`src/rtl/connect4_pkg.sv`:
```
// Shared Connect-4 board constants and the column-capture FSM state encoding.
package connect4_pkg;

   localparam int unsigned NUM_COLS        = 7;
   localparam int unsigned IDX_W           = 3;
   localparam int unsigned DEBOUNCE_CYCLES = 4;
   localparam int unsigned CNT_W           = 8;

   localparam logic [1:0] StIdle     = 2'd0;
   localparam logic [1:0] StDebounce = 2'd1;
   localparam logic [1:0] StOffer    = 2'd2;
   localparam logic [1:0] StRelease  = 2'd3;

endpackage

```
`src/rtl/onehot_index_encoder.sv`:
```
// Combinational one-hot to binary index conversion with a one-hot validity flag.
module onehot_index_encoder #(
   parameter int unsigned NUM_COLS = 7,
   parameter int unsigned IDX_W    = 3
) (
   input  logic [NUM_COLS-1:0] onehot,
   output logic [IDX_W-1:0]    index,
   output logic                is_onehot
);

   logic w_seen;
   logic w_multi;

   // index is only meaningful when is_onehot is set
   always_comb begin
      w_seen  = 1'b0;
      w_multi = 1'b0;
      index   = '0;
      for (int i = 0; i < int'(NUM_COLS); i++) begin
         if (onehot[i]) begin
            w_multi = w_multi | w_seen;
            w_seen  = 1'b1;
            index   = index | IDX_W'(i);
         end
      end
   end

   assign is_onehot = w_seen & ~w_multi;

endmodule

```
`src/rtl/column_input_capture.sv`:
```
// Debounces the column switches and offers exactly one move (or one error pulse) per press.
module column_input_capture #(
   parameter int unsigned NUM_COLS        = connect4_pkg::NUM_COLS,
   parameter int unsigned IDX_W           = connect4_pkg::IDX_W,
   parameter int unsigned DEBOUNCE_CYCLES = connect4_pkg::DEBOUNCE_CYCLES
) (
   input  logic                clk,
   input  logic                rst_n,
   input  logic [NUM_COLS-1:0] in_column,
   input  logic [NUM_COLS-1:0] col_full,
   input  logic                out_ready,
   output logic                out_valid,
   output logic [IDX_W-1:0]    column_decode,
   output logic                err_multi,
   output logic                err_full
);

   import connect4_pkg::*;

   localparam logic [CNT_W-1:0] DcLim = CNT_W'(DEBOUNCE_CYCLES);
   localparam logic [CNT_W-1:0] CntOne = CNT_W'(1);

   logic [1:0]          r_state;
   logic [NUM_COLS-1:0] r_sample;
   logic [CNT_W-1:0]    r_cnt;
   logic                r_valid;
   logic [IDX_W-1:0]    r_decode;
   logic                r_err_multi;
   logic                r_err_full;

   logic [1:0]          w_state_nxt;
   logic [NUM_COLS-1:0] w_sample_nxt;
   logic [CNT_W-1:0]    w_cnt_nxt;
   logic                w_valid_nxt;
   logic [IDX_W-1:0]    w_decode_nxt;
   logic                w_err_multi_nxt;
   logic                w_err_full_nxt;

   logic [CNT_W-1:0]    w_cnt_inc;
   logic                w_decide;
   logic [IDX_W-1:0]    w_index;
   logic                w_is_onehot;

   // At a decision the current sample always equals the value being judged.
   onehot_index_encoder #(
      .NUM_COLS (NUM_COLS),
      .IDX_W    (IDX_W)
   ) u_encoder (
      .onehot    (in_column),
      .index     (w_index),
      .is_onehot (w_is_onehot)
   );

   assign w_cnt_inc = r_cnt + CntOne;

   always_comb begin
      w_state_nxt     = r_state;
      w_sample_nxt    = r_sample;
      w_cnt_nxt       = r_cnt;
      w_valid_nxt     = r_valid;
      w_decode_nxt    = r_decode;
      w_err_multi_nxt = 1'b0;
      w_err_full_nxt  = 1'b0;
      w_decide        = 1'b0;

      unique case (r_state)
         StIdle: begin
            if (in_column != '0) begin
               w_sample_nxt = in_column;
               w_cnt_nxt    = CntOne;
               w_state_nxt  = StDebounce;
               w_decide     = (DcLim == CntOne);
            end
         end
         StDebounce: begin
            if (in_column != r_sample) begin
               if (in_column == '0) begin
                  w_sample_nxt = '0;
                  w_cnt_nxt    = '0;
                  w_state_nxt  = StIdle;
               end else begin
                  w_sample_nxt = in_column;
                  w_cnt_nxt    = CntOne;
                  w_decide     = (DcLim == CntOne);
               end
            end else begin
               w_cnt_nxt = w_cnt_inc;
               w_decide  = (w_cnt_inc == DcLim);
            end
         end
         StOffer: begin
            if (out_ready) begin
               w_valid_nxt = 1'b0;
               w_cnt_nxt   = '0;
               w_state_nxt = StRelease;
            end
         end
         StRelease: begin
            // Counts consecutive idle samples; any press restarts the wait.
            if (in_column == '0) begin
               if (w_cnt_inc == DcLim) begin
                  w_cnt_nxt   = '0;
                  w_state_nxt = StIdle;
               end else begin
                  w_cnt_nxt = w_cnt_inc;
               end
            end else begin
               w_cnt_nxt = '0;
            end
         end
         default: begin
            w_cnt_nxt   = '0;
            w_state_nxt = StIdle;
         end
      endcase

      if (w_decide) begin
         w_cnt_nxt = '0;
         if (!w_is_onehot) begin
            w_err_multi_nxt = 1'b1;
            w_state_nxt     = StRelease;
         end else if ((in_column & col_full) != '0) begin
            w_err_full_nxt = 1'b1;
            w_state_nxt    = StRelease;
         end else begin
            w_decode_nxt = w_index;
            w_valid_nxt  = 1'b1;
            w_state_nxt  = StOffer;
         end
      end
   end

   always_ff @(posedge clk or negedge rst_n) begin
      if (!rst_n) begin
         r_state     <= StIdle;
         r_sample    <= '0;
         r_cnt       <= '0;
         r_valid     <= 1'b0;
         r_decode    <= '0;
         r_err_multi <= 1'b0;
         r_err_full  <= 1'b0;
      end else begin
         r_state     <= w_state_nxt;
         r_sample    <= w_sample_nxt;
         r_cnt       <= w_cnt_nxt;
         r_valid     <= w_valid_nxt;
         r_decode    <= w_decode_nxt;
         r_err_multi <= w_err_multi_nxt;
         r_err_full  <= w_err_full_nxt;
      end
   end

   assign out_valid     = r_valid;
   assign column_decode = r_decode;
   assign err_multi     = r_err_multi;
   assign err_full      = r_err_full;

endmodule
```
`config.mk`:
```
export PLATFORM = sky130hd
export DESIGN_NAME = column_input_capture
export DESIGN_NICKNAME = d
export VERILOG_FILES = /design/src/rtl/connect4_pkg.sv /design/src/rtl/onehot_index_encoder.sv /design/src/rtl/column_input_capture.sv
export SDC_FILE = /design/constraint.sdc
export NUM_CORES = 1
export LEC_CHECK = 0
export ABC_CLOCK_PERIOD_IN_PS = 2750
export CAP_MARGIN = 20
export CORE_UTILIZATION = 61
export DETAILED_ROUTE_END_ITERATION = 12
export DONT_BUFFER_PORTS = 1
export GPL_ROUTABILITY_DRIVEN = 0
export PLACE_DENSITY = 0.88
export REMOVE_ABC_BUFFERS = 1
export SKIP_LAST_GASP = 1
export SLEW_MARGIN = 20
export SYNTH_ARGS = -nofsm -noshare
export SYNTH_HDL_FRONTEND = slang
export SYNTH_HIERARCHICAL = 1
export SYNTH_SLANG_ARGS = --single-unit
```
`constraint.sdc`:
```
create_clock -name clk -period 2.75 [get_ports clk]
set_clock_uncertainty 0.05 [all_clocks]
set_input_delay 0.1375 -clock clk [delete_from_list [all_inputs] [get_ports clk]]
set_output_delay 0.1375 -clock clk [all_outputs]
set_load 0.02 [all_outputs]
```
==> After elaboration in Yosys (flattened, before gate mapping) <==
Cells that the tools add are included.
{ "totals": {"regBits": 23, "input_bits": 17, "output_inout_bits": 6} }
{ "op_classes": {"addsub": 1, "eq_ne": 13, "muxes": 53, "n_bitwise": 9, "reduce_logical": 9} }
{ "ops": {"columns": ["op", "n"], "rows": [
  ["$mux 8", 6],
  ["$pmux 8 s4", 1],
  ["$mux 1", 29],
  ["$mux 7", 3],
  ["$mux 2", 9],
  ["$ne 3x3->1 const B", 6],
  ["$pmux 7 s2", 1],
  ["$reduce_bool 7->1", 2],
  ["$mux 3", 3],
  ["$add 8x1->8 const B", 1],
  ["$eq 8x3->1 const B", 1],
  ["$pmux 2 s4", 1],
  ["$and 7x7->7", 1],
  ["$logic_not 7->1", 1],
  ["$ne 7x7->1", 1],
  ["$reduce_and 3->1", 2],
  ["$reduce_and 6->1", 1],
  ["$or 1x1->1", 5],
  ["$eq 2x2->1 const B", 2],
  ["$ne 2x2->1 const B", 2],
  ["$eq 2x1->1 const B", 1],
  ["$logic_not 2->1", 1],
  ["$not 1->1", 2],
  ["$reduce_and 2->1", 1],
  ["2 further kinds", 2]
]} }

==> Depth between registers and ports, before layout <==
{ "depth": {"ltp_word": 16, "mapped_depth": 6, "ltp_nobuf": 6} }

==> Cells and area by module <==
Netlist, hierarchy kept.
{ "by_module_without_submodules": {"columns": ["mod", "n_inst", "cells_per_inst", "area_each_um2", "seq_area_each_um2"], "rows": [
  ["column_input_capture", 1, 115, 1226.2, 575.6],
  ["onehot_index_encoder", 1, 12, 87.6, 0.0]
]} }

==> Worst setup path before layout <==
OpenSTA, ideal clock, no wires.
{ "synth_path": {"path_type": "reg2reg", "from": "register r_cnt[4]", "to": "register r_decode[0], in the netlist column_decode[0]", "t_arrival_ns": 1.830, "setup_slack_ns": 0.745, "path_stages_with_launch": 6, "synth_period_minus_slack_ns": 2.005, "cell_sequence": "dfrtp_1 -> or3_1 -> nor4_4 -> nand2_2 -> nor4_4 -> mux2_2"} }
{ "synth_between": {"elab_chain_len": 5} }
{ "synth_lines": {"columns": ["element", "line_no", "text"], "rows": [
  ["from (decl)", "column_input_capture.sv:25", "logic [CNT_W-1:0] r_cnt;"],
  ["from (signal assigned)", "column_input_capture.sv:145", "r_cnt <= w_cnt_nxt;"],
  ["$add 8x1->8", "column_input_capture.sv:54", "assign w_cnt_inc = r_cnt + CntOne;"],
  ["$eq 8x3->1", "column_input_capture.sv:88", "w_decide = (w_cnt_inc == DcLim);"],
  ["$mux 1", "column_input_capture.sv:76", "if (in_column != r_sample) begin"],
  ["$mux 1", null, null],
  ["$reduce_and 3->1 (no line)", null, null],
  ["to (signal assigned)", "column_input_capture.sv:147", "r_decode <= w_decode_nxt;"],
  ["to (decl)", "column_input_capture.sv:27", "logic [IDX_W-1:0] r_decode;"]
]} }
No other way between the ends.
A chain may end at the register's enable or synchronous reset.

==> Worst setup path after layout <==
{ "layout_path": {"from": "register r_cnt[0]", "to": "register r_decode[2], in the netlist column_decode[2]"} }
Same word-level chain as after synthesis.

==> impl_results.md <==
- Outcome: completed
- Area of the multi-input gates: 723 sq um
- Type of origin of the critical path: register
- Number of antenna violations at the first check in global routing: 0
- Placed cells: 152
- Clk slew on worst S/H paths: 0.12 ns
- Clk network pwr share: 0.267
- Met3 WL: 254 um
- Maximum clock frequency: 0.439 GHz
- Synthesized instance count: 127
- Worst VDD drop: 360 uV
- Unrepaired setup endpoints after global routing: false
- Via-per-instance ratio: 6.86
- Synth Area in Compound Gates: 0.201
- Synth warnings: 6
- Critical path data required time: 2.90 ns
- Post-Synth Simple-Gate Area: 0.240
- Sequential fraction of design power: 0.619
- Cell variety after synth: 39
- Vias after detailed routing: 1139
- Number of routed nets with antenna violations: 0
- Nets: 158
- Count of non-filler cells in the finished layout: 166
- Worst hold slack across all endpoints: 0.0269 ns
- Number of violations reported at the end of detailed-routing iteration 0: 83
- Power share of the combinational group: 0.114
- Total power density per cell area: 389 nW/um^2
- Pin slew with the least headroom to its limit: 0.587 ns
- Post-synthesis cell area: 1310 sq um
- Tightest Hold Check Type: in2reg
- CTS root buffer: clkbuf_4
- Number of setup violations in the final report: 0
- Xor-xnor portion of the synthesized cell area: 0.0667
- Vias in the first global route: 1151
- Post-route fraction of the period consumed by the critical path: 0.828
- Syn avg cell area: 10.3 sq um
- Core region area: 2000 sq um
- Number of antenna cells inserted: 0
- Inserted Clock Buffers: 3
- Met2 layer wire length in the routed design: 1.40 mm
- Total Neg Setup Slack: 0 ns
- Critical Path Fanout Max: 6
- Slew headroom: 0.608
- Final setup margin: 0.473 ns
- Fraction of layout cells with a size suffix above 1: 0.101
- Buffer depth of the longest clock path: 2
- Final Max Slew Viols: 0
- Number of inserted filler cells in the final layout: 146
- Floorplan die width: 48.4 um
- Switching power summed over all nets: 0.133 mW
- Max Used Layer: met4
- Site Rows: 16
- Multiplexer share of the synthesized area: 0.0333
- Post-layout minimum cycle time: 2.28 ns
- Clock tree from TritonCTS: done
- Arrival time of the worst setup path: 2.43 ns
- Area growth syn-to-layout: 11.2%
- Total Routing Usage GR: 0.291
- Cell Int Power: 0.435 mW
- Portion of the post-synthesis area used by sequential elements: 0.438
- Post-Synth Adder-Cell Area: 0.00952
- Later-pin clock latency in the skew report: 0.30 ns
- Resized cells post-CTS: 0
- Initial core utilization: 0.656
- Flops & latches, synth: 23
- Sink Count: 23
- Total count of hold-check failures in the final report: 0
- Global-route wire length before repair: 5.18 mm
- Die Y: 48.4 um
- Switching Fraction: 0.234
- Routed wirelength normalized by instance count: 18.2 um
- Leftover overflow at the end of global routing: 0
- Combinational family with the most area after synthesis: simple AND/OR/NAND/NOR gates
- Dpl ws: 0.517 ns
- I/O pin total: 23
- Nature of the critical path endpoint: register
- Largest net degree at the start of global routing: 24
- Full die area: 2340 sq um
- Remaining DRCs: 0
- Number of levels in the clock H-tree: 1
- IO Port Bufs: 0
- Leakage power summed over all cells: 0.597 nW
- Max cap viols: 0
- Sum of net half-perimeters after detailed placement: 2.03 mm
- Met1 routed wirelength after detailed routing: 1.28 mm
- Detailed-router iteration count before antenna repair: 4
- Area taken by flip-flops and latches: 576 sq um
- Total wire length after detailed routing: 3.03 mm
- Classification of the worst setup path: reg2reg
[cells by family after synthesis]
kind of cell,after synthesis
AOI/OAI and AO/OA,34
xor gates and xnor gates,10
adders and majority gates,1
buffers and inverters,4
DFF,23
muxes,4
and+or+nand+nor,51
[per-layer routing]
layer  vias up  track usage
met2        66        0.469
met1       547        0.387
met3        14       0.0503
met4         0        0.127
li1        512            -
met5         -            0
[layout make-up]
| class | instances | share of cell area |
|---|---|---|
| Multi-Input combinational cell | 100 | 0.495 |
| Sequential cell | 23 | 0.394 |
| Timing Repair Buffer | 10 | 0.0651 |
| Tap cell | 27 | 0.0231 |
| Clock buffer | 4 | 0.0180 |
| Inverter | 2 | 0.00514 |
[cells in the mapped netlist]
cell	number	area (sq um)
o31ai_1	2	15.0
inv_1	2	7.51
nor2b_1	1	6.26
nand3_1	7	35.0
o21ai_1	1	5.00
and2_1	2	12.5
nor2_1	6	22.5
a31oi_1	2	12.5
xor2_1	2	17.5
mux2_2	3	33.8
a2bb2oi_1	1	8.76
and2b_1	1	7.51
a22oi_1	2	15.0
o32ai_1	1	8.76
a22o_1	11	96.3
o41a_1	1	11.3
nor3b_1	4	30.0
a21oi_1	3	15.0
o21ai_0	4	20.0
or3_2	1	7.51
ha_1	1	12.5
a222oi_1	1	10.0
o32ai_2	1	16.3
a211oi_1	3	22.5
xnor2_1	8	70.1
nand2b_1	1	6.26
clkbuf_1	2	7.51
mux2i_1	1	10.0
or3_4	2	22.5
or3_1	4	25.0
nand4_1	1	6.26
dfrtp_1	23	576
and3_1	3	18.8
nor4_4	2	42.5
nand2_2	1	6.26
nand2_1	10	37.5
nor3_1	2	10.0
a21o_1	1	7.51
nor4_1	3	18.8
[critical path, cell delays in order (launching register included)]
cell and delay, ns:
dfrtp_1 0.47, ha_1 0.25, nand2b_1 0.12, nor4_4 0.34, nand2_2 0.16, nor4_4 0.39
mux2_2 0.39
[cells in the final DEF, fill, tap and decap left out, types with 4 or more instances in the layout]
| master | instances |
|---|---|
| nand2_1 | 10 |
| dfrtp_1 | 23 |
| dlygate4sd3_1 | 9 |
| nand3_1 | 7 |
| xnor2_1 | 8 |
| o21ai_0 | 4 |
| nor3b_1 | 4 |
| or3_1 | 4 |
| nor2_1 | 6 |
| a22o_1 | 11 |
[state kept, by name, indices dropped and copies added (netlist names)]
name	cells
r_cnt	8
r_sample	7
column_decode	3
r_state	2
err_full	1
err_multi	1
out_valid	1
[power groups by stage]
stage	Sequential (mW)	Combinational [mW]	Clock, mW
5_1_grt	0.353	0.0710	0.169
3_5_place_dp	0.358	0.0445	0
6_report	0.352	0.0646	0.152
2_1_floorplan	0.357	0.0370	0
3_3_place_gp	0.358	0.0425	0
4_1_cts	0.352	0.0621	0.156
[repair_timing]
item                                   4_1_cts  5_1_grt
hold buffers                                 9        1
endpoints found under the hold margin       31       23
buffers inserted                             0        0
[per-stage QoR]
step                power, mW  utilization  cell area (sq um)
finish                  0.568        0.730               1460
global route            0.592        0.730               1460
CTS                     0.570        0.728               1460
detailed placement      0.403        0.669               1340
global placement        0.400        0.669               1340
floorplan               0.394            -               1310
[path summary, 6_finish.rpt]
path / startpoint / to / slack (ns) / depth (start not counted)
max: r_cnt[0]$_DFFE_PN0P_ / column_decode[2]$_DFFE_PN0P_ / 0.47 / 6
min reg2reg: r_cnt[5]$_DFFE_PN0P_ / r_cnt[5]$_DFFE_PN0P_ / 0.49 / 1
min: out_ready / r_cnt[0]$_DFFE_PN0P_ / 0.03 / 3
max reg2reg: r_cnt[0]$_DFFE_PN0P_ / column_decode[2]$_DFFE_PN0P_ / 0.47 / 6
max in group asynchronous: rst_n / r_sample[6]$_DFFE_PN0P_ / 2.06 / 2
min in group asynchronous: rst_n / r_sample[4]$_DFFE_PN0P_ / 0.26 / 2
No activity file was read; power rests on OpenSTA's default activity.
